$ cat config.mk
export PLATFORM = sky130hd
export DESIGN_NAME = calc_sequencer
export DESIGN_NICKNAME = d
export VERILOG_FILES = /design/src/rtl/calc_sequencer.sv
export SDC_FILE = /design/constraint.sdc
export NUM_CORES = 1
export LEC_CHECK = 0
export BUFFER_PORTS_ARGS = -buffer_cell sky130_fd_sc_hd__buf_2
export CAP_MARGIN = 20
export CORE_MARGIN = 2
export CORE_UTILIZATION = 63
export DETAILED_ROUTE_END_ITERATION = 8
export PLACE_DENSITY_LB_ADDON = 0.15
export SYNTH_ARGS = -nofsm -noshare
export SYNTH_HDL_FRONTEND = slang
export SYNTH_SLANG_ARGS = --single-unit
$ cat constraint.sdc
create_clock -name clk -period 5.2 [get_ports clk]
set_input_delay 0.78 -clock clk [delete_from_list [all_inputs] [get_ports clk]]
set_output_delay 0.78 -clock clk [all_outputs]
set_load 0.1 [all_outputs]
$ cat src/rtl/calc_sequencer.sv
// Keypad-driven calculator sequencer: collects two decimal operands and an operator,
// runs one external ALU operation with a completion timeout, and shows the result.
module calc_sequencer #(
  parameter int unsigned TIMEOUT = 255
) (
  input  logic       clk,
  input  logic       rst,
  input  logic       key_stop,
  input  logic [3:0] key_digit,
  input  logic [3:0] key_sym,
  output logic [7:0] alu_a,
  output logic [7:0] alu_b,
  output logic [2:0] alu_op,
  output logic       alu_start,
  input  logic       alu_done,
  input  logic [7:0] alu_result,
  output logic [7:0] disp,
  output logic       result_valid,
  output logic       busy,
  output logic       err
);

  localparam int unsigned CW  = (TIMEOUT < 2) ? 1 : $clog2(TIMEOUT);
  localparam int unsigned ACW = 12;

  typedef enum logic [2:0] {S_A, S_B, EXEC, WAIT, SHOW} state_t;

  state_t         state, state_n;
  logic [7:0]     a, a_n, b, b_n, r, r_n;
  logic [2:0]     op, op_n;
  logic [1:0]     bcnt, bcnt_n;
  logic [CW-1:0]  cnt, cnt_n;
  logic           armed, armed_n;
  logic           err_n, rv_n, start_n;
  logic [7:0]     alu_a_n, alu_b_n;
  logic [2:0]     alu_op_n;

  logic           sym_digit, sym_op, sym_eq;
  logic [2:0]     op_code;
  logic           accept, ev_digit, ev_op, ev_eq;
  logic [ACW-1:0] acc_a, acc_b;
  logic           a_fits, b_fits;

  // Symbol decode; unknown codes belong to no class and never consume the press
  always_comb begin
    sym_digit = 1'b0;
    sym_op    = 1'b0;
    sym_eq    = 1'b0;
    op_code   = 3'd0;
    case (key_sym)
      4'b1111: sym_digit = 1'b1;
      4'b0001: begin sym_op = 1'b1; op_code = 3'b000; end
      4'b0010: begin sym_op = 1'b1; op_code = 3'b001; end
      4'b0011: begin sym_op = 1'b1; op_code = 3'b010; end
      4'b0101: begin sym_op = 1'b1; op_code = 3'b011; end
      4'b0110: begin sym_op = 1'b1; op_code = 3'b100; end
      4'b0100: sym_eq = 1'b1;
      default: ;
    endcase
  end

  assign accept   = armed & key_stop & (sym_digit | sym_op | sym_eq);
  assign ev_digit = accept & sym_digit;
  assign ev_op    = accept & sym_op;
  assign ev_eq    = accept & sym_eq;

  assign acc_a  = ACW'(a) * ACW'(10) + ACW'(key_digit);
  assign acc_b  = ACW'(b) * ACW'(10) + ACW'(key_digit);
  assign a_fits = (acc_a <= ACW'(255));
  assign b_fits = (acc_b <= ACW'(255));

  // Next-state and datapath update
  always_comb begin
    state_n  = state;
    a_n      = a;
    b_n      = b;
    r_n      = r;
    op_n     = op;
    bcnt_n   = bcnt;
    cnt_n    = cnt;
    err_n    = err;
    rv_n     = 1'b0;
    start_n  = 1'b0;
    alu_a_n  = alu_a;
    alu_b_n  = alu_b;
    alu_op_n = alu_op;
    armed_n  = accept ? 1'b0 : (!key_stop ? 1'b1 : armed);

    case (state)
      S_A: begin
        if (ev_digit) begin
          if (a_fits) a_n = acc_a[7:0];
        end else if (ev_op) begin
          op_n    = op_code;
          b_n     = 8'd0;
          bcnt_n  = 2'd0;
          state_n = S_B;
        end
      end
      S_B: begin
        if (ev_digit) begin
          if (b_fits) begin
            b_n    = acc_b[7:0];
            bcnt_n = (bcnt == 2'd3) ? bcnt : bcnt + 2'd1;
          end
        end else if (ev_op && bcnt == 2'd0) begin
          op_n = op_code;
        end else if (ev_eq && bcnt != 2'd0) begin
          alu_a_n  = a;
          alu_b_n  = b;
          alu_op_n = op;
          start_n  = 1'b1;
          state_n  = EXEC;
        end
      end
      EXEC: begin
        cnt_n   = '0;
        state_n = WAIT;
      end
      WAIT: begin
        if (alu_done) begin
          r_n     = alu_result;
          rv_n    = 1'b1;
          state_n = SHOW;
        end else if (cnt == CW'(TIMEOUT - 1)) begin
          err_n   = 1'b1;
          r_n     = 8'd0;
          state_n = SHOW;
        end else begin
          cnt_n = cnt + CW'(1);
        end
      end
      SHOW: begin
        if (ev_digit) begin
          a_n     = 8'(key_digit);
          err_n   = 1'b0;
          state_n = S_A;
        end else if (ev_op) begin
          a_n     = r;
          op_n    = op_code;
          b_n     = 8'd0;
          bcnt_n  = 2'd0;
          err_n   = 1'b0;
          state_n = S_B;
        end
      end
      default: state_n = S_A;
    endcase
  end

  always_ff @(posedge clk) begin
    if (rst) begin
      state        <= S_A;
      a            <= 8'd0;
      b            <= 8'd0;
      r            <= 8'd0;
      op           <= 3'd0;
      bcnt         <= 2'd0;
      cnt          <= '0;
      armed        <= 1'b1;
      err          <= 1'b0;
      result_valid <= 1'b0;
      alu_start    <= 1'b0;
      alu_a        <= 8'd0;
      alu_b        <= 8'd0;
      alu_op       <= 3'd0;
    end else begin
      state        <= state_n;
      a            <= a_n;
      b            <= b_n;
      r            <= r_n;
      op           <= op_n;
      bcnt         <= bcnt_n;
      cnt          <= cnt_n;
      armed        <= armed_n;
      err          <= err_n;
      result_valid <= rv_n;
      alu_start    <= start_n;
      alu_a        <= alu_a_n;
      alu_b        <= alu_b_n;
      alu_op       <= alu_op_n;
    end
  end

  assign busy = (state == EXEC) || (state == WAIT);

  // Display source follows the operand being edited, or the result
  always_comb begin
    case (state)
      S_B:     disp = (bcnt == 2'd0) ? a : b;
      SHOW:    disp = r;
      default: disp = a;
    endcase
  end

endmodule

# --- After elaboration in Yosys (flattened, before gate mapping) ---
# Cells that the tools add are included.
totals:
  regBits: 63
  in_bits: 20
  elab_cells: 138
classes:
  addsub: 4
  mul: 2
  magnitude_cmp: 2
  n_eq_ne: 31
  muxes: 50
  bitwise_logic: 11
  reduce_logical: 24
op_table:
  columns: ["op", "n"]
  rows:
  - ["two-way mux 8 bit", 13]
  - ["case mux 8 bit (2 select lines)", 4]
  - ["two-way mux 3 bit", 12]
  - ["inequality test 2 bit, second input constant", 14]
  - ["adder 12 x 4 -> 12 bit", 2]
  - ["less-or-equal comparator 12 x 8 -> 1 bit, second input constant", 2]
  - ["multiplier 8 x 3 -> 11 bit, second input constant", 2]
  - ["case mux 3 bit (5 select lines)", 1]
  - ["AND reduction 5 bit", 3]
  - ["equality test 4 x 3 -> 1 bit, second input constant", 3]
  - ["case mux 3 bit (4 select lines)", 1]
  - ["AND reduction 4 bit", 3]
  - ["nonzero test 2 bit", 6]
  - ["two-way mux 1 bit", 11]
  - ["two-way mux 2 bit", 5]
  - ["adder 8 x 1 -> 8 bit, second input constant", 1]
  - ["equality test 4 x 2 -> 1 bit, second input constant", 2]
  - ["equality test 8 bit, second input constant", 1]
  - ["equality test 3 x 2 -> 1 bit, second input constant", 2]
  - ["inequality test 3 bit, second input constant", 2]
  - ["case mux 3 bit (2 select lines)", 1]
  - ["AND reduction 6 bit", 1]
  - ["AND 1 bit", 5]
  - ["OR reduction 5 bit", 1]
  - ["other kinds (19)", 26]

# --- Depth between registers and ports, before layout ---
# Gate-level depths: netlist of the first run.
depth:
  depth_word: 12
  depth_mapped: 12

# --- Worst setup path after synthesis of the first run ---
# Ideal clock, no wire load.
synth_timing:
  kind: "register to register"
  start: "reg a[1]"
  end: "reg a[0]"
  setup_ns: 0.121
  t_arrival_ns: 2.932
  required_time_ns: 5.079
  setup_slack_ns: 2.147
  stages_incl_launch_ff: 10
  synth_period_minus_slack_ns: 3.053
  cell_sequence: "dfxtp_1 -> ha_1 -> ha_1 -> fa_1 -> xor2_1 -> nor3b_1 -> a2111oi_0 -> a22o_1 -> a31oi_4 -> mux2_2"
synth_between:
  elab_chain_cells: 5
synth_lines:
  columns: ["element", "line_no", "text"]
  rows:
  - ["from (decl)", "29", "logic [7:0] a, a_n, b, b_n, r, r_n;"]
  - ["from (signal assigned)", "169", "a <= a_n;"]
  - ["multiplier 8 x 3 -> 11 bit", "67", "assign acc_a = ACW'(a) * ACW'(10) + ACW'(key_digit);"]
  - ["adder 12 x 4 -> 12 bit", "67", null]
  - ["less-or-equal comparator 12 x 8 -> 1 bit", "69", "assign a_fits = (acc_a <= ACW'(255));"]
  - ["inequality test 2 bit (no line)", null, null]
  - ["AND reduction 4 bit (no line)", null, null]
# Every way passes these cells.
# A chain may end at the register's enable or synchronous reset.

# --- Final worst setup path of the first run ---
layout_timing:
  start: "reg state[1]"
  end: "out disp[4]"
layout_between:
  elab_chain_cells: 2
  elab_cells_between_ends: 3
  cone_classes: "eq/ne: 2; mux: 1"
layout_lines:
  columns: ["element", "line_no", "text"]
  rows:
  - ["from (decl)", "28", "state_t state, state_n;"]
  - ["from (signal assigned)", "168", "state <= state_n;"]
  - ["equality test 3 bit or equality test 3 x 1 -> 1 bit (tied branches)", "189", "case (state)"]
  - ["case mux 8 bit (2 select lines) (*)", "189", null]
  - ["to (decl)", "17", "output logic [7:0] disp,"]
# Mark *: on every way between the ends. The rest lies on a longest branch, timed or not.

==> flow_summary.ini, run 1 <==
[run_status]
run_status = finished clean

[critical_path]
worstPathMaxFanout = 21
cp_num_buf_inv = 1
crit_path_start = state[1]
crit_chain = nor2_1 > and2_1 > nor2_1 > nand2_1 > nand2_1 > buf_2
cp.arrival_ps = 3040
crit_type = flop to primary output
crit_family = simple AND/OR/NAND/NOR gates
critPathSlowestCell = and2_1
start_kind = flop
end_kind = primary output
timing.rr.start = b[1]
cpPeakStageDelay_ps = 710
crit_required_ps = 4420

[cells_and_area]
area.growth.synth_to_final_pct = 10.8
final_cell_mix = nand2_1 (70), dfxtp_1 (63), nor2_1 (51)
drive_gt1_frac = 0.161
num-nets-final = 562
layout_commonest_cell = nand2_1
diodes = 0

[power_and_ir_drop]
vdd_drop_max_mv = 0.186
p_leak_nw = 1.97
p_per_area_nw_per_um2 = 242

[clock_network]
post_cts_buffers = 0
cts_sinks = 63
cts.reportedPaths.clkPinSlew_ps = 70
cts_tree = done
numCtsBuffers = 9
cts_buffer_depth = 2
h-tree-depth = 3
root_buffer = clkbuf_8
cts_resized = 0
clock_latency_ps = 340
hold_buffers = 0

[hold_path]
hold_path_class = flop to flop
min_from = alu_a[3]

[global_route]
grt-ovfl-total = 0
grt_start_max_net_pins = 63
antenna_found_initial = 0
grt_usage = 0.275
grt_pass1_wl_mm = 14.3
grt_pass1_vias = 3155

[timing]
fmax_mhz = 262
drv_slew = 0
setup_tns_ps = 0
finalSetupViolations = 0
rsz0062_at_grt = false
tightest_slew_ps = 1110
period_share = 0.735
hold_violations = 0
period_minus_slack_ps = 3820
relSlewSlack = 0.263
fin_skew_ps = 8.64
holdWs_ps = 452

[placement]
io_buffers = 50
dp_hpwl_mm = 6.72
gp_congestion = 0.880

[logic_synthesis]
syn_area_um2 = 3870
ys_seq_area_frac = 0.326
syn_nets = 521
synth-warning-count = 0
yosysUniqueCellTypes = 56
ys.flop_type = dfxtp_1
ys_seq_elements = 63
synthCells = 463
avgSynthCellArea_um2 = 8.36
synth-edff-count = 0
synthArstFlopShare = 0

[die]
fp-row-count = 28
fp.dieArea_um2 = 6790
io_pins = 51
initial_core_util = 0.654
core-area_um2 = 5920
die_h_um = 82.4
die_w_um = 82.4

[route]
postRouteAntennaNets = 0
drtIter0Drc = 235
drt-total-wl_mm = 9.12
avgViaCountPerCell = 6.02
firstDrtPassIters = 5
route.vias.total = 3507
drc_errors = 0
routedWlPerCell_um = 15.6

[run]
cap_violations = 0
==> final cells by class <==
class                   instances  area, µm²
clock inverters                 4       22.5
fillers                       457       1630
inverters                      12       45.0
clock buffers                  11        141
flip-flops and latches         63       1260
multi-input cells             366       2460
repair buffers                 52        265
well taps                      75       93.8
==> kinds of logic after synthesis <==
logic type	count (synthesis)	share of synthesized area
DFF	63	0.326
xor gates and xnor gates	19	0.0430
adders and majority gates	38	0.131
and+or+nand+nor	186	0.229
buffers and inverters	34	0.0391
AOI/OAI and AO/OA	105	0.185
muxes	18	0.0472
==> registers in the layout, indices dropped and copies added, names as in the netlist, 3 cells and up <==
register	count
b	8
state	3
alu_b	8
r	8
op	3
a	8
alu_a	8
cnt	8
alu_op	3
==> Yosys cell counts, drive strengths merged, types with 5 or more instances <==
cell / n / area [µm²]
nand3: 8 / 40.0
mux2i: 16 / 160
o21ai: 11 / 55.1
a22oi: 8 / 60.1
buf: 7 / 50.0
clkbuf: 15 / 56.3
inv: 12 / 45.0
a22o: 8 / 70.1
a211o: 7 / 61.3
dfxtp: 63 / 1260
nor2: 51 / 191
ha: 34 / 425
a21o: 5 / 37.5
nor3: 7 / 35.0
xnor2: 11 / 96.3
nand4: 6 / 37.5
xor2: 8 / 70.1
nand2b: 13 / 81.3
nand3b: 5 / 48.8
a21oi: 47 / 246
nand2: 70 / 263
==> path summary, 6_finish.rpt <==
path / endpoint / slack (ps) / depth (start not counted)
worst max-delay path: disp[4] / 1380 / 6
worst min register to register: alu_a[3] / 450 / 2
worst min-delay path: alu_a[3] / 450 / 2
worst max register to register: bcnt[0] / 1640 / 11
==> worst min-delay path, delay by kind of cell (launching register included) <==
family | cells | cell delay, ps
DFF | 1 | 310
AOI/OAI and AO/OA | 1 | 50
and+or+nand+nor | 1 | 50
==> metal layers <==
layer	routed length [µm]	global-route usage	share of wire	vias to the layer above
met1	4140	0.355	0.45	1645
met5	0	0	0	-
li1	-	-	-	1712
met4	228	0.137	0.025	0
met2	4220	0.441	0.46	127
met3	523	0.0489	0.057	23
==> through the flow <==
| step | total power (W) | instances | util | worst slack, ps | area (µm²) |
|---|---|---|---|---|---|
| 3_3_place_gp | 0.000668 | 568 | 0.697 | 1840 | 4120 |
| 2_1_floorplan | 0.000642 | 463 | - | 2150 | 3870 |
| 5_1_grt | 0.00107 | 583 | 0.724 | 1180 | 4290 |
| 4_1_cts | 0.00104 | 583 | 0.724 | 1440 | 4290 |
| 6_report | 0.00104 | 583 | 0.724 | 1380 | 4290 |
| 3_5_place_dp | 0.000675 | 568 | 0.697 | 1690 | 4120 |
==> power breakdown <==
group	internal, W	switching (W)
Combinational	0.0000527	0.000106
Clock	0.000181	0.000189
Sequential	0.000491	0.0000160
(Power assumes the default switching activity.)
==> run 2, diff against run 1 <==
--- a/config.mk
+++ b/config.mk
@@ -5,10 +5,11 @@
 export SDC_FILE = /design/constraint.sdc
 export NUM_CORES = 1
 export LEC_CHECK = 0
+export ABC_AREA = 1
 export BUFFER_PORTS_ARGS = -buffer_cell sky130_fd_sc_hd__buf_2
 export CAP_MARGIN = 20
 export CORE_MARGIN = 2
-export CORE_UTILIZATION = 63
+export CORE_UTILIZATION = 53
 export DETAILED_ROUTE_END_ITERATION = 8
 export PLACE_DENSITY_LB_ADDON = 0.15
 export SYNTH_ARGS = -nofsm -noshare
==> constraint.sdc (replaced) <==
create_clock -name clk -period 3.5 [get_ports clk]
set_input_delay 0.525 -clock clk [delete_from_list [all_inputs] [get_ports clk]]
set_output_delay 0.525 -clock clk [all_outputs]
set_load 0.1 [all_outputs]
==> run 2 against run 1 <==
Synthesized cell count is 26% higher. Via count grew 15%. Critical path depth rose by 3. Final cell count increased by 26%. Register-to-register slack got worse by 1200 ps. Combinational power grew to 14 times the previous value. Cell area increased by 6.0%. First-iteration DRC count rose by 23%. Critical endpoint is now disp[2]. Largest power group is now combinational logic.
==> flow_summary.ini, run 2 <==
[run_status]
run_status = finished clean

[hold_path]
min_from = key_stop
hold_path_class = input pin to flop
worstHoldEndpoint = armed
hold_path_depth = 2

[timing]
period_minus_slack_ps = 3220
fmax_mhz = 311
tightest_slew_ps = 973
hold_violations = 0
drv_slew = 0
relSlewSlack = 0.350
fin_skew_ps = 10.5
rsz0062_at_grt = false
period_share = 0.920
setup_tns_ps = 0
finalSetupViolations = 0
holdWs_ps = 376

[global_route]
antenna_found_initial = 0
grt-ovfl-total = 0
grt_pass1_wl_mm = 17.4
grt_start_max_net_pins = 29
grt_pass1_vias = 3718
grt_usage = 0.261

[clock_network]
cts_tree = done
root_buffer = clkbuf_8
h-tree-depth = 3
clock_latency_ps = 350
cts_resized = 0
cts_sinks = 63
numCtsBuffers = 9
post_cts_buffers = 0
cts_buffer_depth = 2
hold_buffers = 0
cts.reportedPaths.clkPinSlew_ps = 70

[critical_path]
timing.rr.start = a[1]
crit_required_ps = 2970
crit_chain = nor2_1 > buf_4 > inv_1 > nor2_1 > buf_4 > inv_1 > nand2_1 > o211ai_1 > buf_2
worstPathMaxFanout = 16
cpPeakStageDelay_ps = 470
cp_num_buf_inv = 5
start_kind = flop
end_kind = primary output
rr_worst_depth = 17
critPathSlowestCell = buf_2
crit_type = flop to primary output
cp.arrival_ps = 2690
crit_family = buffers and inverters
r2r_slack_ps = 490
reg2reg_to = a[3]

[die]
initial_core_util = 0.553
core-area_um2 = 7290
die_h_um = 91.2
die_w_um = 91.2
io_pins = 51
fp-row-count = 31
fp.dieArea_um2 = 8320

[route]
firstDrtPassIters = 5
drtIter0Drc = 290
avgViaCountPerCell = 5.49
drt-total-wl_mm = 10.3
postRouteAntennaNets = 0
routedWlPerCell_um = 14.0
drc_errors = 0
route.vias.total = 4034

[logic_synthesis]
syn_nets = 640
ys_seq_area_frac = 0.313
yosys.area.top_type = dfxtp_1
synthArstFlopShare = 0
synth-warning-count = 0
synth_area_leaders = dfxtp_1 (31%), nand2_1 (11%), ha_1 (11%)
avgSynthCellArea_um2 = 6.93
yosys-top-cells-count = nand2_1 (115), inv_1 (80), dfxtp_1 (63), a21oi_1 (62), nand3_1 (57)
synth-edff-count = 0
ys_seq_elements = 63
yosysUniqueCellTypes = 41
synth_top_cell_area_share = 0.313
syn_area_um2 = 4030
synthCells = 582
ys.flop_type = dfxtp_1
yosysMostFrequentCell = nand2_1

[cells_and_area]
layout_commonest_cell = nand2_1
drive_gt1_frac = 0.129
diodes = 0
num-nets-final = 689
seq_area_um2 = 1260
final_cell_mix = nand2_1 (115), inv_1 (80), dfxtp_1 (63)
fill_cells = 719
multiInputGateArea_um2 = 2360
area.growth.synth_to_final_pct = 12.7

[placement]
gp_congestion = 0.983
dp_hpwl_mm = 7.79
io_buffers = 50

[power_and_ir_drop]
power_frac_seq = 0.258
swShare = 0.522
p_leak_nw = 2.21
p_sw_w = 0.00202
power.internal_w = 0.00185
p_per_area_nw_per_um2 = 853
vdd_drop_max_mv = 0.529
clkPwrFrac = 0.165
combPwrFrac = 0.577
power.total_w = 0.00388

[run]
cap_violations = 0
==> run 2: changes by cell type in the layout (fill, tap and decap cells not counted), sizes merged, moves of 15 or more <==
cell | previous run | this run
inv | 12 | 80
nand3 | 8 | 58
nand2 | 70 | 117
o21ai | 11 | 41
mux2i | 16 | 0
a21oi | 47 | 62
==> run 2: worst register-to-register path, cell delays in order, from the launching register on <==
cell     delay [ps]
dfxtp_1         460
ha_1            280
ha_1            240
fa_1            520
nand2_1          60
inv_1           100
nand3_1         120
nor2_1          120
nand2_1          70
nand2_1          60
nand2_1          40
nor2_1           70
nand2_1          60
nand2_1         330
nand2_1         180
nand2_1         110
nand2_1          50
nor2_1           90
==> run 2: area by class of cell <==
cell class	count	area share
multi-input combinational	420	0.520
sequential	63	0.278
inverter	81	0.0669
timing repair buffer	56	0.0650
clock buffer	10	0.0303
tap	99	0.0273
clock inverter	6	0.0132
==> run 2: kinds of logic (layout without fill, tap and decap cells) <==
logic type	Yosys count	in the layout	synth area share
xor+xnor	4	4	0.00869
compound gates	125	125	0.176
flops	63	63	0.313
buf+inv	99	153	0.101
simple gates	253	253	0.276
fa+ha+maj	38	38	0.125
==> run 2: worst max path at each step <==
stage / cells after the start / to / start
2_1_floorplan: 7 / disp[3] / state[1]
3_3_place_gp: 16 / a[3] / a[1]
3_5_place_dp: 16 / a[3] / a[1]
4_1_cts: 9 / disp[2] / state[1]
5_1_grt: 9 / disp[3] / state[1]
6_report: 9 / disp[2] / state[1]
==> run 2: power by group through the flow <==
stage / clock [W] / sequential (W) / combinational, W
after detailed placement: 0 / 0.00101 / 0.00219
after CTS: 0.000639 / 0.000997 / 0.00221
after floorplan: 0 / 0.000963 / 0.00180
final: 0.000641 / 0.00100 / 0.00223
after global routing: 0.000677 / 0.00102 / 0.00249
after global placement: 0 / 0.00101 / 0.00216
==> run 2: stage by stage <==
step | cell area (µm²) | cells | setup WS (ps) | util
floorplan | 4030 | 582 | 223 | -
global placement | 4350 | 719 | 647 | 0.596
detailed placement | 4350 | 719 | 531 | 0.596
CTS | 4540 | 735 | 325 | 0.623
finish | 4540 | 735 | 281 | 0.623
global route | 4540 | 735 | 100 | 0.623
==> run 2: metal layers <==
metal	part of all wire	vias up	global-route usage
li1	-	2037	-
met1	0.46	1851	0.349
met2	0.46	131	0.421
met3	0.059	15	0.0423
met4	0.015	0	0.0997
met5	0	-	0
==> run 3, diff against run 2 <==
--- a/config.mk
+++ b/config.mk
@@ -8,6 +8,7 @@
 export ABC_AREA = 1
 export BUFFER_PORTS_ARGS = -buffer_cell sky130_fd_sc_hd__buf_2
 export CAP_MARGIN = 20
+export CORE_ASPECT_RATIO = 2
 export CORE_MARGIN = 2
 export CORE_UTILIZATION = 53
 export DETAILED_ROUTE_END_ITERATION = 8
@@ -15,3 +16,4 @@
 export SYNTH_ARGS = -nofsm -noshare
 export SYNTH_HDL_FRONTEND = slang
 export SYNTH_SLANG_ARGS = --single-unit
+export TNS_END_PERCENT = 100
==> constraint.sdc (replaced) <==
create_clock -name clk -period 3.5 [get_ports clk]
set_input_delay 0.525 -clock clk [delete_from_list [all_inputs] [get_ports clk]]
set_output_delay 0.525 -clock clk [all_outputs]
set_load 0.05 [all_outputs]
==> run 3 against run 2 <==
Final cell count down 0.95%. Sequential power about the same. Core utilization down 0.57 points. Register-to-register slack about the same. Combinational power down 10%. Hold slack better by 26 ps. Count of clock-buffer cells in the layout up 4. Worst setup slack better by 220 ps. Sequential cell count unchanged. Largest power group unchanged.
==> flow_summary.ini, run 3 (same netlist as run 2, synthesis figures left out) <==
[global_route]
antenna_found_initial = 0
grt_usage = 0.255
grt_pass1_wl_mm = 16.6
grt_use_met1 = 0.318
grt-ovfl-total = 0
met2_usage = 0.414
globalRoute.busiestLayer = met2
grt_pass1_vias = 3666
grt_start_max_net_pins = 35
met3_usage = 0.0405

[clock_network]
cts_resized = 0
cts_tree = done
cts_buffer_depth = 2
post_cts_buffers = 0
cts.reportedPaths.clkPinSlew_ps = 50
clock_latency_ps = 330
h-tree-depth = 3
numCtsBuffers = 9
cts_sinks = 63
root_buffer = clkbuf_16
hold_buffers = 0

[timing]
rsz0062_at_grt = false
relSlewSlack = 0.413
fmax_mhz = 334
hold_violations = 0
period_share = 0.856
finalSetupViolations = 0
period_minus_slack_ps = 3000
setup_tns_ps = 0
fin_skew_ps = 6.33
tightest_slew_ps = 879
drv_slew = 0

[power_and_ir_drop]
vdd_drop_max_mv = 0.458
p_leak_nw = 2.26
p_per_area_nw_per_um2 = 829

[route]
drc_errors = 0
drtIter0Drc = 226
routedWlPerCell_um = 13.8
drt-total-wl_mm = 10.0
route.vias.total = 3943
firstDrtPassIters = 6
avgViaCountPerCell = 5.42
postRouteAntennaNets = 0

[cells_and_area]
final_cell_mix = nand2_1 (115), inv_1 (80), dfxtp_1 (63)
num-nets-final = 689
final_area_um2 = 4620
area.growth.synth_to_final_pct = 14.7
drive_gt1_frac = 0.125
layout_commonest_cell = nand2_1
fill_cells = 712
diodes = 0
instances_no_fill = 728

[critical_path]
cpPeakStageDelay_ps = 520
end_kind = flop
crit_family = simple AND/OR/NAND/NOR gates
cpMostUsedCell = nand2_1
worstPathMaxFanout = 13
start_kind = flop
crit_chain = ha_1 > ha_1 > fa_1 > nand2_1 > inv_1 > nand3_1 > nor2_1 > nand2_1 > nand2_1 > nand2_1 > nor2_1 > nand2_1 > nand2_1 > nand2_1 > nand2_1 > nand2_1 > nor2_1
cp_num_buf_inv = 1
critPathSlowestCell = fa_1
crit_required_ps = 3760
crit_type = flop to flop
cp.arrival_ps = 3260

[placement]
placed_cells_incl_taps = 714
io_buffers = 50
dp_hpwl_mm = 7.72
place_area_um2 = 4340
gp_congestion = 0.917

[run]
cap_violations = 0

[die]
die_w_um = 65.7
die_h_um = 127
initial_core_util = 0.538
io_pins = 51
fp-row-count = 45
fp.dieArea_um2 = 8360
core-area_um2 = 7490

[hold_path]
hold_path_class = input pin to flop

[run_status]
run_status = finished clean
[run 3: cell count changes in the layout (fill, tap and decap cells not counted), sizes merged]
cell      before  now
bufinv         1    0
clkbuf        10   14
clkinv         4    1
clkinvlp       2    0
[run 3: worst paths after layout]
path | start | to | slack [ps] | cells after the start
setup / recovery | a[1] | a[2] | 500 | 17
hold / removal | key_stop | armed | 400 | 2
setup reg to reg | a[1] | a[2] | 500 | 17
hold reg to reg | alu_op[1] | alu_op[1] | 440 | 2
[run 3: final cells by class]
type | instances | area, µm² | share of cell area
repair buffers | 56 | 295 | 0.0639
well taps | 94 | 118 | 0.0254
multi-input cells | 420 | 2360 | 0.511
inverters | 81 | 304 | 0.0657
flip-flops and latches | 63 | 1260 | 0.273
clock buffers | 14 | 284 | 0.0614
[run 3: worst reg2reg max path: cells and delay by family, from the launching register on]
kind	cells	cell delay (ps)
simple gates	13	1330
fa+ha+maj	3	1040
buf+inv	1	100
flops	1	460
[run 3: through the flow]
stage / hold slack (ps) / power, W / util / worst slack, ps
6_report: 402 / 0.00383 / 0.618 / 504
5_1_grt: 411 / 0.00417 / 0.618 / 169
4_1_cts: 399 / 0.00382 / 0.618 / 538
3_5_place_dp: 432 / 0.00298 / 0.580 / 570
3_3_place_gp: 430 / 0.00297 / 0.580 / 629
2_1_floorplan: 420 / 0.00256 / - / 930
[run 3: where the power goes]
group	total [W]	switching, W	internal (W)
Combinational	0.00200	0.00133	0.000670
Clock	0.000840	0.000292	0.000548
Sequential	0.000996	0.000157	0.000839
[run 3: routing by layer]
layer  wire (µm)  up-vias
li1            -     2043
met1        4340     1756
met2        4750      114
met3         472       30
met4         480        0
met5           0        -
